$ cat config.mk
export PLATFORM = sky130hd
export DESIGN_NAME = am9513_legacy_stack
export DESIGN_NICKNAME = d
export VERILOG_FILES = /design/src/rtl/am9513_legacy_stack.sv
export SDC_FILE = /design/constraint.sdc
export NUM_CORES = 1
export LEC_CHECK = 0
export ABC_AREA = 0
export CELL_PAD_IN_SITES_DETAIL_PLACEMENT = 1
export CELL_PAD_IN_SITES_GLOBAL_PLACEMENT = 1
export CORE_MARGIN = 5
export CORE_UTILIZATION = 55
export CTS_CLUSTER_SIZE = 40
export DETAILED_ROUTE_END_ITERATION = 6
export DONT_BUFFER_PORTS = 1
export PLACE_DENSITY_LB_ADDON = 0.1
export SLEW_MARGIN = 20
export SYNTH_ARGS = -nofsm -noshare
export SYNTH_HDL_FRONTEND = slang
export SYNTH_SLANG_ARGS = --single-unit
$ cat constraint.sdc
create_clock -name clk -period 8.25 [get_ports clk]
set_input_delay 0 -clock clk [delete_from_list [all_inputs] [get_ports clk]]
set_output_delay 0 -clock clk [all_outputs]
set_load 0.005 [all_outputs]
$ cat src/rtl/am9513_legacy_stack.sv
// Operand LIFO for the Am9513 legacy 9511/9512 path: byte-serial host port (LSB first)
// plus a push/pop strobe port for the legacy command shell. Entries are 64 bits.
module am9513_legacy_stack #(
    parameter int unsigned LEGACY_STACK_DEPTH = 16,
    localparam int unsigned DW = $clog2(LEGACY_STACK_DEPTH + 1)
) (
    input  logic          clk,
    input  logic          rst_n,
    input  logic          flush,
    input  logic          shell_busy,
    input  logic          host_fmt64,
    input  logic          host_wr_en,
    input  logic [7:0]    host_wr_byte,
    input  logic          host_rd_en,
    output logic [7:0]    host_rd_byte,
    input  logic          shell_pop_we,
    input  logic          shell_push_we,
    input  logic [63:0]   shell_push_data,
    output logic [DW-1:0] stack_depth,
    output logic          stack_empty,
    output logic          stack_full,
    output logic [63:0]   stack_top,
    output logic          sticky_ovf,
    output logic          sticky_unf,
    output logic          sticky_busy_err
);

    localparam int unsigned AW = (LEGACY_STACK_DEPTH > 1) ? $clog2(LEGACY_STACK_DEPTH) : 1;

    logic [DW-1:0] depth_q, depth_d;
    logic [2:0]    wr_cnt_q, wr_cnt_d;
    logic [2:0]    rd_cnt_q, rd_cnt_d;
    logic          wr_w8_q, wr_w8_d;
    logic [63:0]   asm_q, asm_d;
    logic [63:0]   rd_sh_q, rd_sh_d;
    logic [7:0]    rd_byte_q, rd_byte_d;
    logic          ovf_q, ovf_d, unf_q, unf_d, busy_q, busy_d;

    logic [63:0]   mem_q [LEGACY_STACK_DEPTH];
    logic          mem_we;
    logic [AW-1:0] mem_waddr;
    logic [63:0]   mem_wdata;

    logic          empty, full;
    logic [AW-1:0] top_addr, push_addr;
    logic          shell_act, host_act, host_ok, wr_w8;
    logic [63:0]   asm_next;
    logic [5:0]    wr_bit;

    assign empty     = (depth_q == '0);
    assign full      = (depth_q == DW'(LEGACY_STACK_DEPTH));
    assign top_addr  = AW'(depth_q - DW'(1));
    assign push_addr = AW'(depth_q);
    assign shell_act = shell_pop_we | shell_push_we;
    assign host_act  = host_wr_en | host_rd_en;
    // Shell strobes win over any host access that slips past shell_busy.
    assign host_ok   = host_act & ~shell_busy & ~shell_act;
    assign wr_w8     = (wr_cnt_q == 3'd0) ? host_fmt64 : wr_w8_q;
    assign wr_bit    = {wr_cnt_q, 3'b000};

    always_comb begin
        depth_d   = depth_q;
        wr_cnt_d  = wr_cnt_q;
        rd_cnt_d  = rd_cnt_q;
        wr_w8_d   = wr_w8_q;
        asm_d     = asm_q;
        rd_sh_d   = rd_sh_q;
        rd_byte_d = rd_byte_q;
        ovf_d     = ovf_q;
        unf_d     = unf_q;
        busy_d    = busy_q;
        mem_we    = 1'b0;
        mem_waddr = push_addr;
        mem_wdata = shell_push_data;
        asm_next  = (wr_cnt_q == 3'd0) ? 64'h0 : asm_q;
        asm_next[wr_bit +: 8] = host_wr_byte;

        if (host_act && !host_ok) begin
            busy_d = 1'b1;
        end
        if (host_ok && host_wr_en && host_rd_en) begin
            busy_d = 1'b1;
        end

        if (shell_act) begin
            if (shell_pop_we && shell_push_we) begin
                mem_we = 1'b1;
                if (empty) begin
                    depth_d = depth_q + DW'(1);
                    unf_d   = 1'b1;
                end else begin
                    mem_waddr = top_addr;
                end
            end else if (shell_pop_we) begin
                if (empty) begin
                    unf_d = 1'b1;
                end else begin
                    depth_d = depth_q - DW'(1);
                end
            end else if (full) begin
                ovf_d = 1'b1;
            end else begin
                mem_we  = 1'b1;
                depth_d = depth_q + DW'(1);
            end
        end else if (host_ok && host_wr_en) begin
            wr_w8_d = wr_w8;
            asm_d   = asm_next;
            if (wr_cnt_q == (wr_w8 ? 3'd7 : 3'd3)) begin
                wr_cnt_d = 3'd0;
                if (full) begin
                    ovf_d = 1'b1;
                end else begin
                    mem_we    = 1'b1;
                    mem_wdata = asm_next;
                    depth_d   = depth_q + DW'(1);
                end
            end else begin
                wr_cnt_d = wr_cnt_q + 3'd1;
            end
        end else if (host_ok && host_rd_en) begin
            if (rd_cnt_q != 3'd0) begin
                rd_byte_d = rd_sh_q[7:0];
                rd_sh_d   = {8'h00, rd_sh_q[63:8]};
                rd_cnt_d  = rd_cnt_q - 3'd1;
            end else if (!empty) begin
                rd_byte_d = stack_top[7:0];
                rd_sh_d   = {8'h00, stack_top[63:8]};
                rd_cnt_d  = host_fmt64 ? 3'd7 : 3'd3;
                depth_d   = depth_q - DW'(1);
            end else begin
                rd_byte_d = 8'h00;
                unf_d     = 1'b1;
            end
        end

        if (flush) begin
            depth_d   = '0;
            wr_cnt_d  = 3'd0;
            rd_cnt_d  = 3'd0;
            wr_w8_d   = 1'b0;
            rd_byte_d = 8'h00;
            ovf_d     = 1'b0;
            unf_d     = 1'b0;
            busy_d    = 1'b0;
            mem_we    = 1'b0;
        end
    end

    always_ff @(posedge clk or negedge rst_n) begin
        if (!rst_n) begin
            depth_q   <= '0;
            wr_cnt_q  <= 3'd0;
            rd_cnt_q  <= 3'd0;
            wr_w8_q   <= 1'b0;
            asm_q     <= 64'h0;
            rd_sh_q   <= 64'h0;
            rd_byte_q <= 8'h00;
            ovf_q     <= 1'b0;
            unf_q     <= 1'b0;
            busy_q    <= 1'b0;
        end else begin
            depth_q   <= depth_d;
            wr_cnt_q  <= wr_cnt_d;
            rd_cnt_q  <= rd_cnt_d;
            wr_w8_q   <= wr_w8_d;
            asm_q     <= asm_d;
            rd_sh_q   <= rd_sh_d;
            rd_byte_q <= rd_byte_d;
            ovf_q     <= ovf_d;
            unf_q     <= unf_d;
            busy_q    <= busy_d;
        end
    end

    // Storage contents are don't-care after reset, so no reset here.
    always_ff @(posedge clk) begin
        if (mem_we) begin
            mem_q[mem_waddr] <= mem_wdata;
        end
    end

    assign stack_top       = empty ? 64'h0 : mem_q[top_addr];
    assign stack_depth     = depth_q;
    assign stack_empty     = empty;
    assign stack_full      = full;
    assign host_rd_byte    = rd_byte_q;
    assign sticky_ovf      = ovf_q;
    assign sticky_unf      = unf_q;
    assign sticky_busy_err = busy_q;

endmodule

==> reports/results.env <==
HOLD_PATH.CLASS='input port to async pin'
DIE_W_MICRONS=304
AVGVIACOUNTPERCELL=6.85
POWER.SEQUENTIAL.FRACTION=0.361
DRT_PRE_ANTENNA_ITERS=5
CTS_MAX_PATH_BUFFERS=3
START_UTIL=0.552
AVGROUTEDWIREPERCELL_MICRONS=35.9
DRIVE_GT1_FRAC=0.227
SYNTHTOLAYOUTAREAGROWTH_PCT=13.5
POST_CTS.RESIZED_INSTANCES=0
FP.DIEAREA_SQ_UM=92700
PATH_MAX_FANOUT=70
SYNTH_TOP_FLOP_CELL='edfxtp_1'
TOTAL_TRACK_USAGE=0.308
CP_DATA_ARRIVAL_TIME_PS=5400
YOSYS_REGISTER_BITS=1167
TNS_PS=0
VIOLATIONS='negative hold slack'
CELL_PWR_DENSITY_nW_PER_UM2=355
WIRE_LENGTH_OF_THE_FIRST_GLOBAL_ROUTING_PASS_MICRONS=208000
R2R_START='stack_depth[0]'
CRITPATHCAPTURE='stack_top[46]'
SYNTH_TOP_CELLS_BY_AREA='edfxtp_1 (64%), mux4_2 (12%), dfrtp_1 (7.5%)'
WORSTSETUPENDPOINTTYPE='output pin'
POWER.SHARE.CLOCK=0.276
RSZ0062_AT_GRT='no'
AREA_USED_BY_SEQUENTIAL_LOGIC_IN_THE_LAYOUT_SQ_UM=34300
R2R_CELLS=8
MAX_FREQ_MHz=185
POST-SYNTH-TOP-COUNT-CELL='edfxtp_1'
SWSHARE=0.354
USE_MET1=0.419
SYNTH_AREA_LEADER_CELL='edfxtp_1'
ANTENNA_FOUND_INITIAL=8
VDD.IR_DROP.WORST_V=0.000289
WORST-SLEW-PIN-TRANSITION_PS=1230
STANDBY_LEAKAGE_POWER_nW=17.9
FINAL_NETS=2836
SETUP_VIOL_COUNT_FINAL=0
SYNTH_EDF_COUNT=1024
DPL.HPWL_MICRONS=79700
DETAIL_ROUTE.ITER0.VIOLATIONS=2901
GRT_PASS1_VIAS=28900
DIE_H_MICRONS=304
FINAL.HOLD.WORST_SLACK_PS=-6.57
POWER.SHARE.COMBINATIONAL=0.363
IOPINCOUNT=163
CRIT_REQUIRED_PS=8250
POST_SYNTHESIS_SEQUENTIAL_AREA_RATIO=0.720
POSTSYNTHCELLCOUNT=2636
SYNTHESIS.NETS=2731
WORST_SKEW_PAIR.LATE_LATENCY_PS=700
TIMING.SETUP.CRITICAL_PATH_CLASS='flip-flop to output pin'
GRT_USE_MET3=0.0636
LAYOUT.CELL_AREA.NON_FILLER_SQ_UM=54100
WORSTREG2REGEND='rd_sh_q[38]'
SYNTHTOPCELLSBYCOUNT='edfxtp_1 (1024), mux4_2 (252), nand2_1 (146), dfrtp_1 (143), clkbuf_1 (100)'
YOSYS_WARNINGS=0
GLOBALPLACE.CONGESTION=0.792
POWER.INTERNAL_mW=12.4
COUNT_OF_CLOCK_TREE_SINKS=1167
SWITCHING_POWER_mW=6.81
FINALCLOCKSKEW_PS=28.1
FILLERS=7237
MULTI_INPUT_AREA_SQ_UM=12800
FRACTION_OF_POST_SYNTHESIS_CELL_AREA_IN_THE_TOP_CELL_TYPE_BY_AREA=0.645
SYNTH_AREA_PER_CELL_SQ_UM=18.1
PORT_BUFFERS=0
DETAILED_PLACE.AREA_SQ_UM=49300
PATH_CLK_SLEW_PS=60
POST_ROUTE_ANTENNA_NET_VIOLATION_COUNT=0
FINAL.MIN_CLOCK_PERIOD_PS=5400
HOLD_VIOLATIONS=1
ROUTE.VIAS.TOTAL=27500
GRT_MAX_DEGREE=144
CTS_TREE='yes'
STARTPOINT='stack_depth[0]'
CATEGORY_OF_THE_WORST_SETUP_PATH_LAUNCH_POINT='flip-flop'
WIRELENGTH_MICRONS=144000
PORTION_OF_THE_CLOCK_CYCLE_CONSUMED_BY_THE_WORST_PATH_IN_THE_FINAL_LAYOUT=0.654
REMAINING_DRC_ERRORS=0
SYN-CELL-AREA_SQ_UM=47700
GROUTE.LAYER.MET2.USAGE=0.509
ASYNC_FLOP_SHARE=0.123
FIN_UTIL=0.627
CTS_MADE_BUFFERS=117
PLACEABLECOREAREA_SQ_UM=86300
NUMBER_OF_MAXIMUM_CAPACITANCE_CONSTRAINT_VIOLATIONS=0
SLEW_VIOLATIONS=0
CLOCK_ROOT_BUFFER='clkbuf_16'
FLOP2FLOP_SETUP_SLACK_PS=3270
GRT.OVERFLOW.TOTAL=0
MAX_SLEW_MARGIN=0.176
STATUS='finished with violations'
POST_SYNTH_NUM_CELL_TYPES=69
BUSIEST_LAYER='met2'
CLOCK_TREE.HTREE_LEVEL_COUNT=3
ROWS=108
[layer usage]
layer / share of wire / up-vias
met2: 0.49 / 1375
met5: 0 / -
li1: - / 11000
met1: 0.38 / 14800
met4: 0.032 / 0
met3: 0.092 / 237
[power groups by stage]
| stage | Combinational [mW] | Clock, mW | Sequential [mW] |
|---|---|---|---|
| 3_5_place_dp | 6.85 | 0 | 7.05 |
| 6_report | 6.98 | 5.30 | 6.93 |
| 2_1_floorplan | 4.73 | 0 | 6.90 |
| 4_1_cts | 6.97 | 5.35 | 6.93 |
| 3_3_place_gp | 6.67 | 0 | 7.03 |
| 5_1_grt | 7.31 | 5.65 | 6.95 |
[how the worst min path moves through the flow]
stage | cells after the start | to | startpoint
after floorplan | 0 | asm_q[0] | rst_n
after global placement | 0 | asm_q[19] | rst_n
after detailed placement | 0 | asm_q[19] | rst_n
after CTS | 5 | stack_depth[2] | shell_pop_we
after global routing | 3 | mem_q[1][34] | host_wr_byte[2]
final | 2 | asm_q[19] | rst_n
[stage by stage]
stage | hold slack [ps] | setup slack, ps | instances | power [mW]
floorplan | -296 | 743 | 2636 | 11.6
global placement | -284 | 3300 | 3689 | 13.7
detailed placement | -284 | 3280 | 3691 | 13.9
CTS | 1.27 | 2750 | 3996 | 19.3
global route | 50.2 | 2600 | 4001 | 19.9
finish | -6.57 | 2850 | 4009 | 19.2
[state kept, by name (all words and copies together), names as in the netlist]
| signal | flops |
|---|---|
| sticky_ovf | 1 |
| wr_cnt_q | 3 |
| stack_depth | 5 |
| rd_sh_q | 56 |
| host_rd_byte | 8 |
| asm_q | 64 |
| wr_w8_q | 1 |
| sticky_busy_err | 1 |
| rd_cnt_q | 3 |
| mem_q | 1024 |
| sticky_unf | 1 |
[cell type report]
class / count / area share
inverters: 15 / 0.00104
clock inverters: 52 / 0.00883
clock buffers: 170 / 0.0621
repair buffers: 175 / 0.0302
well taps: 1155 / 0.0267
diodes: 10 / 0.000462
multi-input cells: 1265 / 0.236
flip-flops and latches: 1167 / 0.635
[timing repair]
action	in CTS	in global routing
endpoints found under the hold margin	1238	17
hold buffers	83	3
setup buffers	0	0
[logic make-up after synthesis]
kind of cell / synth area share
XOR/XNOR: 0.00110
adder cells (fa/ha/maj): 0.00388
flip-flops: 0.720
buffers and inverters: 0.0192
AND/OR/NAND/NOR: 0.0398
AO/OA/AOI/OAI: 0.0723
multiplexers: 0.144
[cell usage in the layout, fill, tap and decap left out, drive strengths merged, types with 3 or more instances in the layout]
cell,Yosys,routed
bufinv,0,8
a2111oi,5,5
and2,7,7
o21ai,26,26
a211oi,100,100
ha,14,14
o32ai,10,10
mux4,252,252
and3,25,25
edfxtp,1024,1024
a22o,60,60
nand2b,11,11
nand2,146,146
a31oi,31,31
and3b,9,9
a22oi,8,8
mux2,49,49
clkbuf,100,170
a21oi,98,98
diode,0,10
nor3b,4,4
a221oi,15,15
o22ai,49,49
nor2b,32,32
mux2i,63,63
inv,14,17
xnor2,5,5
nand3,34,34
clkinvlp,0,3
nor3,16,16
dlygate4sd3,0,83
nor2,97,97
buf,89,92
clkinv,1,39
o31ai,64,64
dfrtp,143,143
[critical path: stages, from the launching register on]
cell and delay (ps):
dfrtp_4 1080, inv_1 350, ha_4 380, buf_4 750, buf_4 970, mux4_2 410, mux2i_1 390, a21oi_1 290
(Power assumes the default switching activity.)
